[config.mk]
export PLATFORM = sky130hd
export DESIGN_NAME = seq_shift_add_multiplier
export DESIGN_NICKNAME = d
export VERILOG_FILES = /design/src/rtl/seq_shift_add_multiplier.sv
export SDC_FILE = /design/constraint.sdc
export NUM_CORES = 1
export LEC_CHECK = 0
export CAP_MARGIN = 0
export CORE_MARGIN = 2
export CORE_UTILIZATION = 49
export DETAILED_ROUTE_END_ITERATION = 12
export PLACE_DENSITY_LB_ADDON = 0.2
export SETUP_SLACK_MARGIN = 0.3
export SYNTH_ARGS = -nofsm -noshare
export SYNTH_HDL_FRONTEND = slang
export SYNTH_SLANG_ARGS = --single-unit
[constraint.sdc]
create_clock -name clk -period 2.7 [get_ports clk]
set_input_delay 0.54 -clock clk [delete_from_list [all_inputs] [get_ports clk]]
set_output_delay 0.54 -clock clk [all_outputs]
set_load 0.05 [all_outputs]
[src/rtl/seq_shift_add_multiplier.sv]
// Iterative shift-add multiplier: one partial product per clock, WIDTH iterations per operation.
// Signed operands are multiplied as magnitudes and the sign is applied when the result is stored.
module seq_shift_add_multiplier #(
  parameter int unsigned WIDTH = 8
) (
  input  logic               clk,
  input  logic               rst,
  input  logic               in_valid,
  output logic               in_ready,
  input  logic [WIDTH-1:0]   a,
  input  logic [WIDTH-1:0]   b,
  input  logic               is_signed,
  output logic               out_valid,
  input  logic               out_ready,
  output logic [2*WIDTH-1:0] p
);

  localparam int unsigned PW = 2 * WIDTH;
  localparam int unsigned AW = PW + 1;
  localparam int unsigned CW = $clog2(WIDTH + 1);

  localparam logic [1:0] IDLE = 2'd0;
  localparam logic [1:0] BUSY = 2'd1;
  localparam logic [1:0] DONE = 2'd2;

  logic [1:0]       state_q, state_d;
  logic [AW-1:0]    acc_q, acc_d;
  logic [WIDTH-1:0] mcand_q, mcand_d;
  logic             neg_q, neg_d;
  logic [CW-1:0]    cnt_q, cnt_d;
  logic [PW-1:0]    p_q, p_d;

  logic [WIDTH-1:0] a_mag, b_mag;
  logic [WIDTH:0]   upper_sum;
  logic [AW-1:0]    acc_step;
  logic [PW-1:0]    prod;
  logic             accept, retire, last_iter;

  assign in_ready  = (state_q == IDLE);
  assign out_valid = (state_q == DONE);
  assign p         = p_q;

  assign accept    = in_valid & in_ready;
  assign retire    = out_valid & out_ready;
  assign last_iter = (state_q == BUSY) && (cnt_q == CW'(1));

  // Magnitude of the most negative value wraps to 2^(WIDTH-1), which is correct as unsigned.
  always_comb begin
    a_mag = (is_signed && a[WIDTH-1]) ? (~a + WIDTH'(1)) : a;
    b_mag = (is_signed && b[WIDTH-1]) ? (~b + WIDTH'(1)) : b;
  end

  // Accumulator layout: {partial product upper half (WIDTH+1), multiplier remainder (WIDTH)}.
  always_comb begin
    upper_sum = acc_q[PW:WIDTH] + (acc_q[0] ? {1'b0, mcand_q} : {(WIDTH + 1){1'b0}});
    acc_step  = {1'b0, upper_sum, acc_q[WIDTH-1:1]};
    prod      = acc_step[PW-1:0];
  end

  always_comb begin
    state_d = state_q;
    acc_d   = acc_q;
    mcand_d = mcand_q;
    neg_d   = neg_q;
    cnt_d   = cnt_q;
    p_d     = p_q;
    case (state_q)
      IDLE: begin
        if (accept) begin
          acc_d   = {{(WIDTH + 1){1'b0}}, b_mag};
          mcand_d = a_mag;
          neg_d   = is_signed & (a[WIDTH-1] ^ b[WIDTH-1]);
          cnt_d   = CW'(WIDTH);
          state_d = BUSY;
        end
      end
      BUSY: begin
        acc_d = acc_step;
        cnt_d = cnt_q - CW'(1);
        if (last_iter) begin
          p_d     = neg_q ? (~prod + PW'(1)) : prod;
          state_d = DONE;
        end
      end
      DONE: begin
        if (retire) begin
          state_d = IDLE;
        end
      end
      default: state_d = IDLE;
    endcase
  end

  always_ff @(posedge clk or posedge rst) begin
    if (rst) begin
      state_q <= IDLE;
      acc_q   <= '0;
      mcand_q <= '0;
      neg_q   <= 1'b0;
      cnt_q   <= '0;
      p_q     <= '0;
    end else begin
      state_q <= state_d;
      acc_q   <= acc_d;
      mcand_q <= mcand_d;
      neg_q   <= neg_d;
      cnt_q   <= cnt_d;
      p_q     <= p_d;
    end
  end

endmodule

==> reports/results.txt <==
Detailed Route Iter0 Violations = 95
pwr/cell area = 1270 nW/µm²
routed wl met2 = 2900 µm
Post-synth EDFFs = 0
Final setup viols = 0
crit-path leading delay family = compound AO/OA/AOI/OAI gates
layout cells sized above 1 = 0.115
met3 wire len = 333 µm
Critical Path Sink Type = register
Root Buffer = clkbuf_8
# IOs = 39
Rows = 27
total clock sinks = 47
Initial Util = 0.507
M1 wire length = 2770 µm
post-synth top area share = 0.421
Max VDD drop = 0.566 mV
worst-path cell chain = and2_1 -> ha_2 -> fa_2 -> a211oi_4 -> buf_6 -> o21a_1 -> a211oi_4 -> o41ai_4 -> xnor2_2 -> o21ai_2
Core Region = 5510 µm²
Overflow after GRT = 0
cell taking the most area after synthesis = dfrtp_1
Synth Area per Inst = 8.81 µm²
Final Cell Area = 3530 µm²
Synth Flop Type = dfrtp_1
Area contributors post-synth = dfrtp_1 (42%), o21ai_0 (7.3%), nand2_1 (6.7%), ha_1 (5.8%), xnor2_1 (4.4%)
number of buffer and inverter stages on the critical path = 1
Post-Syn Nets = 352
Crit path required time = 2890 ps
DR vias/cell = 5.44
post-route antenna net violation count = 0
WL final = 6060 µm
Tcrit/Tclk final = 0.959
worst min path class = reg -> reg
vias in the first global route = 2,169
Worst-Margin Slew = 617 ps
drt pass-1 iters = 4
gr usage total = 0.201
Area Growth Syn to Fin = 26.6%
clk_lat worst skew = 300 ps
Ys Warns = 0
Antenna diodes = 0
CP max FO = 4
Post-Syn Area = 2790 µm²
most frequent cells in the layout = nand2_1 (50), dfrtp_1 (47), o21ai_0 (39), clkdlybuf4s50_1 (37), nor2_1 (23)
Setup CP Type = reg -> reg
most frequent CP cell = a211oi_4
GP Congestion = 0.839
post-layout net count = 399
Relative slew margins = 0.587
post-synthesis register bit count = 47
status = completed
die width = 79.5 µm
Place WS = 150 ps
final setup TNS = 0 ps
Top Layer Used = met4
startpoint types = register
CTS max path bufs = 2
first-pass GRT wire length = 10,100 µm
Worst Setup Slack, final = 110 ps
Max Clock Skew = 8.33 ps
H-tree depth = 2
register area share after synthesis = 0.421
Leak = 1.55 nW
Worst EP arrival = 2780 ps
RSZ-0062 raised after global routing = yes
Cells after Synth = 317
total power = 4.50 mW
CTS Hold Buffers Added = 0
initial antenna violation count = 0
Die ar. = 6320 µm²
Cell variety after synth = 42
Crit-path slowest cell = o41ai_4
CP max stage delay = 420 ps
Final Hold Viols = 0
Max Freq = 0.386 GHz
I/O Buffers = 38
Final Critical Period = 2590 ps
MaxCap Viol Count = 0
DRC viols = 0
hpwl dp = 4370 µm
DP Area = 3300 µm²
CTS Buf Count = 5
Reg clk slew, reported paths = 90 ps
CTS tree = yes
hold_ws = 481 ps
Synth async-reset ratio = 1.00
vias = 2,376
most common cell after layout, fill and taps aside = nand2_1
Final Max Slew Viols = 0
per-cell routed wire length = 13.9 µm
largest net degree at the start of global routing = 48
die height = 79.5 µm
## worst paths after layout
path | start | slack (ps) | endpoint | depth (start not counted)
setup reg to reg | mcand_q[0] | 110 | p[14] | 10
max in group asynchronous | rst | 1610 | acc_q[12] | 3
hold / removal | mcand_q[2] | 480 | mcand_q[2] | 2
setup / recovery | mcand_q[0] | 110 | p[14] | 10
hold reg to reg | mcand_q[2] | 480 | mcand_q[2] | 2
min in group asynchronous | rst | 680 | p[3] | 3
## state kept, by name, summed over array words and instances, names as in the netlist
| name | count |
|---|---|
| acc_q | 16 |
| p | 16 |
| mcand_q | 8 |
| cnt_q | 4 |
| state_q | 2 |
| neg_q | 1 |
## layout make-up
type                       instances  area (µm²)
multi-input combinational        247        1630
clock inverter                     2        38.8
fill                             459        1970
clock buffer                       6        82.6
inverter                          13        48.8
timing repair buffer              50         473
tap                               72        90.1
sequential                        47        1180
## timing repair
action | 4_1_cts | 5_1_grt
setup endpoints to repair | 6 | 6
pin swaps | 6 | 8
setup buffers | 3 | 1
resized for setup | 4 | 12
## per-stage QoR
step | cells | util
6_report | 437 | 0.642
2_1_floorplan | 317 | -
3_5_place_dp | 425 | 0.600
3_3_place_gp | 425 | 0.600
5_1_grt | 437 | 0.642
4_1_cts | 436 | 0.630
## synth_stat cells (8+ instances only)
cell / instances
and2_1: 9
nor3_1: 9
xnor2_1: 14
inv_1: 13
ha_1: 13
nand3_1: 11
dfrtp_1: 47
nand2_1: 50
xor2_1: 11
clkbuf_1: 9
a22oi_1: 8
o21ai_0: 41
nor2_1: 24
## where the power goes
part | switching (mW) | total, mW | internal, mW | leakage [nW]
Clock | 0.246 | 0.551 | 0.305 | 0.0618
Sequential | 0.273 | 1.30 | 1.03 | 0.589
Combinational | 1.58 | 2.65 | 1.07 | 0.901
Total | 2.10 | 4.50 | 2.40 | 1.55
## layer usage
| metal | up-vias | GRT usage |
|---|---|---|
| met2 | 72 | 0.328 |
| met3 | 6 | 0.0441 |
| li1 | 1196 | - |
| met5 | - | 0 |
| met1 | 1102 | 0.274 |
| met4 | 0 | 0.0431 |
## worst reg2reg max path, stage by stage, from the launching register on
cell and delay (ps):
dfrtp_1 390, and2_1 160, ha_2 180, fa_2 390
a211oi_4 320, buf_6 150, o21a_1 160, a211oi_4 80
o41ai_4 430, xnor2_2 160, o21ai_2 60
## logic make-up (layout without fill, tap and decap cells)
kind of cell               Yosys count  in the layout  share of synthesized area
AOI/OAI and AO/OA                   88             88                      0.198
and+or+nand+nor                    116            116                      0.190
muxes                                3              3                     0.0108
adders and majority gates           14             14                     0.0654
xor gates and xnor gates            26             26                     0.0842
DFF                                 47             47                      0.421
buffers and inverters               23             71                     0.0309
No activity file was read; power rests on OpenSTA's default activity.
==> edit, RTL diff (config.mk and constraints unchanged) <==
Change the parameter `WIDTH` from 8 to 4.
--- a/src/rtl/seq_shift_add_multiplier.sv
+++ b/src/rtl/seq_shift_add_multiplier.sv
@@ -1,7 +1,7 @@
 // Iterative shift-add multiplier: one partial product per clock, WIDTH iterations per operation.
 // Signed operands are multiplied as magnitudes and the sign is applied when the result is stored.
 module seq_shift_add_multiplier #(
-  parameter int unsigned WIDTH = 8
+  parameter int unsigned WIDTH = 4
 ) (
   input  logic               clk,
   input  logic               rst,
Interface: changed (resized a, b and p); port bits go from 39 to 23. No check against the original RTL was run, so the function may have changed too.
==> edit against the original RTL <==
  * Final cell count shrank 47%
  * Design area shrank 48%
  * Synthesized area shrank 45%
  * Routed wire length shrank 51%
  * Worst setup slack gained 330 ps
  * Utilization shrank 3.7 points
  * Synthesized cell count shrank 48%
  * Total power shrank 58%
  * Die area shrank 43%
  * Worst hold slack gained 18 ps
  * Sequential cell count shrank 21
  * Sequential share of layout area grew 2.2 points
  * Critical path depth shrank 3
  * Clock power shrank 64%
  * Largest cell class unchanged
  * Largest power group unchanged
  * Highest routed layer unchanged
==> edit: results (changes against the original RTL) <==
- Commonest cells post-synth: nand2_1 (28), dfrtp_1 (26), inv_1 (16), o21ai_1 (16), ha_1 (9)
- Global-route usage over all layers: 18.7% (-1.4 points)
- Clock transition at the registers of the reported paths: 140 ps (+50 ps)
- Max VDD drop: 0.000382 V (-33%)
- Nets: 212 (-47%)
- Number of H-tree levels: 1 (-1)
- Sequential share of the synthesized area: 42.3% (+0.23 points)
- Non-filler cells, final: 232 (-47%)
- Complex-gate fraction of the synthesized area: 17.3% (-2.4 points)
- Top post-synthesis cells by area: dfrtp_1 (42%), ha_1 (7.3%), nand2_1 (6.8%)
- Status: finished clean
- Root buffer cell: clkbuf_4
- Placed cells: 228 (-46%)
- DR iter-0 viols: 59 (-38%)
- Port Buffers: 22 (-42%)
- # fillers: 288 (-37%)
- Met1 usage: 22.7% (-4.8 points)
- Via density: 5.35 (-1.6%)
- Worst slew margin: 58.7% (about the same)
- RePlAce Congestion: 0.782 (-6.8%)
- Met2 usage: 32.9% (+0.15 points)
- DP Wirelength: 2.34 mm (-46%)
- Number of global-route vias before repair: 1209 (-44%)
- Mux cell area share after synthesis: 2.04% (+0.96 points)
- Synth unique cells: 39 (-7.1%)
## edit: cell types whose count changed in the layout (fill, tap and decap cells not counted), moves of 5 or more
cell / before / now
nor3_1: 9 / 0
clkbuf_8: 6 / 1
xor2_1: 11 / 2
nand2_1: 50 / 28
a22oi_1: 8 / 3
clkdlybuf4s50_1: 37 / 20
nand3_1: 11 / 4
buf_4: 11 / 2
dfrtp_1: 47 / 26
xnor2_1: 13 / 6
o21ai_0: 39 / 5
o21ai_1: 4 / 16
nor2_1: 23 / 2
## edit: final timing paths
check	cells past startpoint	slack, ps	end	from
max	7	440	p[7]	acc_q[0]
min	2	500	mcand_q[0]	mcand_q[0]
max reg2reg	7	440	p[7]	acc_q[0]
min reg2reg	2	500	mcand_q[0]	mcand_q[0]
max in group asynchronous	3	1910	acc_q[7]	rst
min in group asynchronous	3	550	p[1]	rst
## edit: power by group
group | switching [mW] | total (mW) | internal, mW
sequential | 0.143 | 0.689 | 0.546
clock | 0.117 | 0.199 | 0.0825
combinational | 0.596 | 1.00 | 0.406
## edit: layout make-up
class                      count  area, um^2  area share (%)
sequential                    26         651            35.5
timing repair buffer          24         233            12.7
tap                           44        55.1            3.00
multi-input combinational    118         798            43.5
clock buffer                   4        36.3            1.98
inverter                      16        60.1            3.28
## edit: layer usage
metal	share of wire [%]	vias up
met5	0	-
met2	49	38
met4	2.1	0
met3	4.3	7
met1	45	583
li1	-	613
## edit: repair_timing
item,CTS,global route
endpoints found under the setup margin,2,0
hold buffers,0,0
endpoints found under the hold margin,0,0
buffers inserted,0,0
resized for setup,2,0
## edit: cells by family after synthesis
family | count (synthesis)
AO/OA/AOI/OAI | 43
XOR/XNOR | 9
adder cells (fa/ha/maj) | 10
buffers and inverters | 22
flip-flops | 26
multiplexers | 3
AND/OR/NAND/NOR | 53
## edit: critical path, stage by stage, from the launching register on
cell and delay [ps]:
dfrtp_1 430, and2_1 150, ha_1 200, fa_1 400
xor2_1 210, nor4_1 430, o211a_1 240, o211ai_1 100
